**src/rtl/heading_pid.sv**
```systemverilog
// heading_pid: two-stage PID heading controller producing saturated left/right motor speeds.
// Optional build macro PID_INT_DECIM_EN: the integrator accumulates only on every 4th accepted sample.
module heading_pid #(
    parameter logic signed [3:0] P_COEFF = 4'sd3,
    parameter logic signed [5:0] D_COEFF = 6'sd5
) (
    input  logic               clk,
    input  logic               rst,
    input  logic               moving,
    input  logic               err_vld,
    input  logic        [11:0] error,
    input  logic        [9:0]  frwrd,
    output logic signed [10:0] lft_spd,
    output logic signed [10:0] rght_spd,
    output logic               spd_vld
);
    logic [9:0]  err_sat, prev_err;
    logic [10:0] diff;
    logic [7:0]  diff_sat;
    logic [13:0] p_next, d_next, p_reg, d_reg, pid;
    logic [15:0] integrator, int_sum;
    logic        int_ovf, acc, v1;
    logic [11:0] ival, lsum, rsum;
    logic [10:0] adj;

    // Stage-1 arithmetic: clamp error, P term, clamped derivative term, guarded integrator sum.
    always_comb begin
        err_sat  = (!error[11] && |error[10:9]) ? 10'h1FF :
                   (error[11] && !(&error[10:9])) ? 10'h200 : error[9:0];
        diff     = {err_sat[9], err_sat} - {prev_err[9], prev_err};
        diff_sat = (diff[10:7] == 4'h0 || diff[10:7] == 4'hF) ? diff[7:0] :
                   (diff[10] ? 8'h80 : 8'h7F);
        p_next   = {{4{err_sat[9]}}, err_sat} * {{10{P_COEFF[3]}}, P_COEFF};
        d_next   = {{6{diff_sat[7]}}, diff_sat} * {{8{D_COEFF[5]}}, D_COEFF};
        int_sum  = integrator + {{6{err_sat[9]}}, err_sat};
        int_ovf  = (integrator[15] == err_sat[9]) && (int_sum[15] != integrator[15]);
    end

    // Stage-2 arithmetic: combine terms, floor-divide by 8 and saturate both wheel speeds.
    always_comb begin
        ival = integrator[15:4];
        pid  = p_reg + {{2{ival[11]}}, ival} + d_reg;
        adj  = pid[13:3];
        lsum = {2'b00, frwrd} + {adj[10], adj};
        rsum = {2'b00, frwrd} - {adj[10], adj};
    end

`ifdef PID_INT_DECIM_EN
    logic [1:0] cnt;
    assign acc = (cnt == 2'd3);
    // Sample counter that gates integration to every 4th accepted error.
    always_ff @(posedge clk) begin
        if (rst || !moving)
            cnt <= 2'd0;
        else if (err_vld)
            cnt <= cnt + 2'd1;
    end
`else
    assign acc = 1'b1;
`endif

    // Pipeline registers; reset or a stopped robot clears everything including in-flight samples.
    always_ff @(posedge clk) begin
        if (rst || !moving) begin
            prev_err   <= '0;
            p_reg      <= '0;
            d_reg      <= '0;
            integrator <= '0;
            v1         <= 1'b0;
            lft_spd    <= '0;
            rght_spd   <= '0;
            spd_vld    <= 1'b0;
        end else begin
            v1      <= err_vld;
            spd_vld <= v1;
            if (err_vld) begin
                p_reg    <= p_next;
                d_reg    <= d_next;
                prev_err <= err_sat;
                if (acc && !int_ovf)
                    integrator <= int_sum;
            end
            if (v1) begin
                lft_spd  <= (lsum[11] != lsum[10]) ? (lsum[11] ? 11'h400 : 11'h3FF) : lsum[10:0];
                rght_spd <= (rsum[11] != rsum[10]) ? (rsum[11] ? 11'h400 : 11'h3FF) : rsum[10:0];
            end
        end
    end
endmodule
```
**config.mk**
```make
export PLATFORM = sky130hd
export DESIGN_NAME = heading_pid
export DESIGN_NICKNAME = d
export VERILOG_FILES = /design/src/rtl/heading_pid.sv
export SDC_FILE = /design/constraint.sdc
export NUM_CORES = 1
export LEC_CHECK = 0
export ABC_AREA = 1
export CAP_MARGIN = 15
export CORE_UTILIZATION = 30
export CTS_BUF_LIST = sky130_fd_sc_hd__clkbuf_2 sky130_fd_sc_hd__clkbuf_4 sky130_fd_sc_hd__clkbuf_8
export DETAILED_ROUTE_END_ITERATION = 8
export GPL_TIMING_DRIVEN = 1
export PLACE_DENSITY = 0.52
export SLEW_MARGIN = 20
export SYNTH_ARGS = -nofsm -noshare
export SYNTH_HDL_FRONTEND = slang
export SYNTH_SLANG_ARGS = --single-unit
```
**constraint.sdc**
```tcl
create_clock -name clk -period 7.7 [get_ports clk]
set_clock_uncertainty 0.2 [all_clocks]
set_input_delay 1.54 -clock clk [delete_from_list [all_inputs] [get_ports clk]]
set_output_delay 1.54 -clock clk [all_outputs]
set_load 0.05 [all_outputs]
```
# Word level (Yosys, flattened, before mapping)

Index checks and enable logic that the tools add are counted.

Memory bits (writable): 0
Bits in registers: 78
Output and inout bits: 23
Latch bits: 0
Memories kept: 0
Bits in read-only memories: 0
Input bits: 26

Order comparisons: 0
Bitwise logic cells: 1
Reduce and logical (&&, ||, !) cells: 12
Multiplexer cells: 8
Shift operators: 0
$add $sub $neg: 6
Equality and inequality tests: 5
Multipliers: 2
Divide/modulo/power cells: 0

Operator list:

| cell                                               | number |
|---|---|
| 2-to-1 mux 11 bit                                  | 4 |
| adder 14 bit                                       | 2 |
| 2-to-1 mux 10 bit                                  | 2 |
| adder 16 bit                                       | 1 |
| 2-to-1 mux 8 bit                                   | 2 |
| multiplier 14 x 2 -> 14 bit, second input constant | 1 |
| adder 11 x 11 -> 12 bit                            | 1 |
| multiplier 8 x 4 -> 12 bit, second input constant  | 1 |
| subtractor 11 x 11 -> 12 bit                       | 1 |
| subtractor 10 x 10 -> 11 bit                       | 1 |
| == test 4 bit, second input constant               | 1 |
| zero test 4 bit                                    | 1 |
| AND reduction 2 bit                                | 2 |
| logical AND 1 bit                                  | 3 |
| zero test 1 bit                                    | 3 |
| inequality test 1 bit                              | 3 |
| logical OR 1 bit                                   | 2 |
| OR reduction 2 bit                                 | 1 |
| == test 1 bit                                      | 1 |
| NOT 1 bit                                          | 1 |

# Longest topological paths before layout

Depth after elaboration: 10
Gate-level depth with buffers: 31
Gate-level depth less buffers: 31

# Worst setup path after synthesis

No wires, ideal clock.

Kind: input port to flip-flop
Start point: in error[9]
End point: reg d_reg[9]
Stages on the path: 25
Path buffers: 0
Path slack: 1.984 ns
Arrival time: 5.401 ns
Path through: o21ai_1 inv_1 o21ai_0 inv_1 ha_1 nand2_1 nor2_1 nand3_1 nand3_1 nand2_1 nand2_1 nand3_2 nand2_2 nor2_1 a21oi_1 ha_1 ha_1 fa_1 nand3_1 nand2_1 a21oi_1 o21ai_0 xor2_1 o21ai_0 inv_1

Longest elaborated chain between the ends: 10
Elaborated cells between the ends (all ways): 14
Those cells by class: add/sub: 1; mul: 1; eq/ne: 1; mux: 4; reduce/logical: 7

RTL lines:

| element                                                 | RTL line | source |
|---|---|---|
| start: declaration                                      | 11       | `input logic [11:0] error,` |
| AND reduction 2 bit                                     | 29       | `(error[11] && !(&error[10:9])) ? 10'h200 : error[9:0];` |
| zero test 1 bit                                         | 29       |  |
| logical AND 1 bit                                       | 29       |  |
| 2-to-1 mux 10 bit                                       | 29       |  |
| 2-to-1 mux 10 bit *                                     | 28       | `err_sat = (!error[11] && \|error[10:9]) ? 10'h1FF :` |
| net err_sat[1]                                          | 17       | `logic [9:0] err_sat, prev_err;` |
| subtractor 10 x 10 -> 11 bit *                          | 30       | `diff = {err_sat[9], err_sat} - {prev_err[9], prev_err};` |
| == test 4 bit / zero test 4 bit (equally long branches) | 31       | `diff_sat = (diff[10:7] == 4'h0 \|\| diff[10:7] == 4'hF) ? diff[7:0] :` |
| logical OR 1 bit                                        | 31       |  |
| 2-to-1 mux 8 bit *                                      | 31       |  |
| multiplier 8 x 4 -> 12 bit *                            | 34       | `d_next = {{6{diff_sat[7]}}, diff_sat} * {{8{D_COEFF[5]}}, D_COEFF};` |
| end signal: assignment                                  | 78       | `d_reg <= d_next;` |
| end: declaration                                        | 20       | `logic [13:0] p_next, d_next, p_reg, d_reg, pid;` |

The timed path passes the listed nets; every way through them passes the cells marked *.
A chain may end at the register's enable or synchronous reset.

# Worst setup path after layout

Same ends and word-level chain as after synthesis.

==> reports/qor.csv <==
metric,value,unit
status,finished with violations,
failing checks,design-rule violations,
Final Max Slew Viols,0,
slowest CP cell,o21ai_0,
Inserted Diodes,0,
critical path class,input pin to flip-flop,
Via Count,6131,
"top cells by area, synth","dfxtp_1 21%, ha_1 15%, nand2_1 12%",
Slew @ Worst Pin,0.579,ns
CTS root buffer,clkbuf_8,
total CTS buffers,9,
Largest register FFs,16,
CTS resizes,0,
CP endpoint kind,flip-flop,
RSZ-0062 raised after global routing,no,
Hold Crit Class,flip-flop to flip-flop,
Routed WL,17.5,mm
CP required,7.77,ns
WP data arrival,6.35,ns
CTS tree,yes,
Boundary Pins,49,
# DRC,6,
crit-path max cell delay,0.45,ns
min Tclk post-route,6.28,ns
Cells after Synth,1005,
GRT overflow,0,
Leak,3.94,nW
# rows,54,
detailed placer's ending HPWL,13.9,mm
Die Wd,153,um
layout cells sized above 1,0.0639,
Post-DRT Antenna Nets,0,
synth unique cells,40,
Post-Syn Area,6810,um^2
Final Hold Fails,0,
Final #Nets,1171,
Layout Area Growth over Synthesis,14.2,%
post-CTS setup buffer count,0,
Chip Height,153,um
Inst Count DP,1315,
Max transition margin,0.614,
largest net degree at the start of global routing,40,
setup tns final,0,ns
period utilisation layout,0.815,
#FFs+latches synth,72,
Clock Latency Late Sink,0.38,ns
Post-Syn Nets,1130,
Fmax,159,MHz
IO Port Bufs,48,
Finished Cell Area,7780,um^2
"EDFF count, synth",0,
CP top delay family,compound AO/OA/AOI/OAI gates,
Synth area leader,dfxtp_1,
DR iter-0 viols,230,
vias in the first global route,5859,
final instance count without filler cells,1329,
clock tree buffer depth,2,
Cell Pwr Density,195,nW/um^2
Initial Utilization,0.309,
top cell type's share of synthesized area,0.212,
Die ar.,23300,um^2
crit path max fanout,8,
"Buf+Inv Stages, Crit Path",4,
Async SR Flop Fraction,0,
Max-Cap Viols,0,
first-pass GRT wire length,29.1,mm
WL per Instance,13.2,um
"Reg clk slew, reported paths",0.09,ns
routability congestion estimate,0.884,
most frequent cells in the layout,"220 x nand2_1, 141 x inv_1, 110 x nor2_1",
"Avg Cell Area, Syn",6.78,um^2
hold bufs inserted after CTS,0,
antenna violations before repair,0,
final core utilization,0.353,
yosys warns,0,
CP dominant cell by count,nand2_1,
GRT Overall Usage,0.156,
Initial DRT Pass Iterations,7,
Vias per Instance,4.61,
final setup vio count,0,
clock tree sinks,72,
core area,22000,um^2
Placement Cell Area,7570,um^2
htree depth,3,
VDD IR-drop max,80.9,uV
Post-synth top flop,dfxtp_1,
CP Launch Type,input pin,
"commonest non-fill, non-tap cell in the layout",nand2_1,
post-synthesis sequential area ratio,0.212,
tightest hold or removal path: stages (launching register included):
cell,delay [ns]
dfxtp_1,0.33
nand2_2,0.07
a21oi_2,0.04
power by group:
group          leakage, nW  switching [mW]  internal [mW]  total (mW)
combinational         3.25           0.483          0.284       0.766
sequential           0.587          0.0184          0.393       0.411
clock               0.0974           0.161          0.179       0.340
total                 3.94           0.662          0.856        1.52
cell usage after synthesis, types with 3 or more instances:
cell / count
a21oi_1: 87
a21oi_2: 10
a31oi_1: 3
buf_1: 3
buf_2: 4
clkbuf_1: 16
dfxtp_1: 72
fa_1: 17
ha_1: 82
inv_1: 142
nand2_1: 220
nand2_2: 16
nand3_1: 54
nand4_1: 16
nor2_1: 110
nor3_1: 8
o2111ai_1: 3
o211ai_1: 5
o21ai_0: 55
or2_2: 5
xnor2_1: 9
xor2_1: 41
routing by layer:
| layer | vias up | routed length [um] | track usage | share of wire |
|---|---|---|---|---|
| met5 | - | 0 | 0 | 0 |
| met4 | 0 | 252 | 0.0428 | 0.014 |
| met3 | 20 | 523 | 0.0284 | 0.030 |
| met2 | 92 | 8330 | 0.273 | 0.48 |
| met1 | 2694 | 8420 | 0.194 | 0.48 |
| li1 | 3325 | - | - | - |
logic make-up after synthesis:
family	after synthesis	share of synthesized area
AND/OR/NAND/NOR	440	0.281
AO/OA/AOI/OAI	176	0.146
buffers and inverters	168	0.0968
adder cells (fa/ha/maj)	99	0.201
flip-flops	72	0.212
XOR/XNOR	50	0.0643
path summary, 6_finish.rpt:
path	from	to	slack [ns]	cells after the start
worst max-delay path	error[9]	d_reg[9]$_SDFFE_PP0P_	1.42	26
worst min-delay path	integrator[3]$_SDFFE_PP0P_	integrator[3]$_SDFFE_PP0P_	0.28	2
worst max register to register	integrator[12]$_SDFFE_PP0P_	rght_spd[7]$_SDFFE_PP0P_	3.29	20
worst min register to register	integrator[3]$_SDFFE_PP0P_	integrator[3]$_SDFFE_PP0P_	0.28	2
cell type report:
class                           count  area (um^2)
Timing Repair Buffer               55          533
Clock buffer                        9          124
Inverter                          143          537
Clock inverter                      5         83.8
Sequential cell                    72         1440
Fill cell                        2411        14200
Tap cell                          280          350
Multi-Input combinational cell    765         4710
metrics by stage:
stage	setup WS [ns]	hold WS (ns)	total power [mW]
3_3_place_gp	1.08	0.265	1.19
6_report	1.42	0.276	1.52
5_1_grt	0.880	0.286	1.66
2_1_floorplan	1.98	0.248	1.01
4_1_cts	1.40	0.277	1.54
3_5_place_dp	1.00	0.260	1.19
Note: power is estimated with default switching activity, not from simulation.
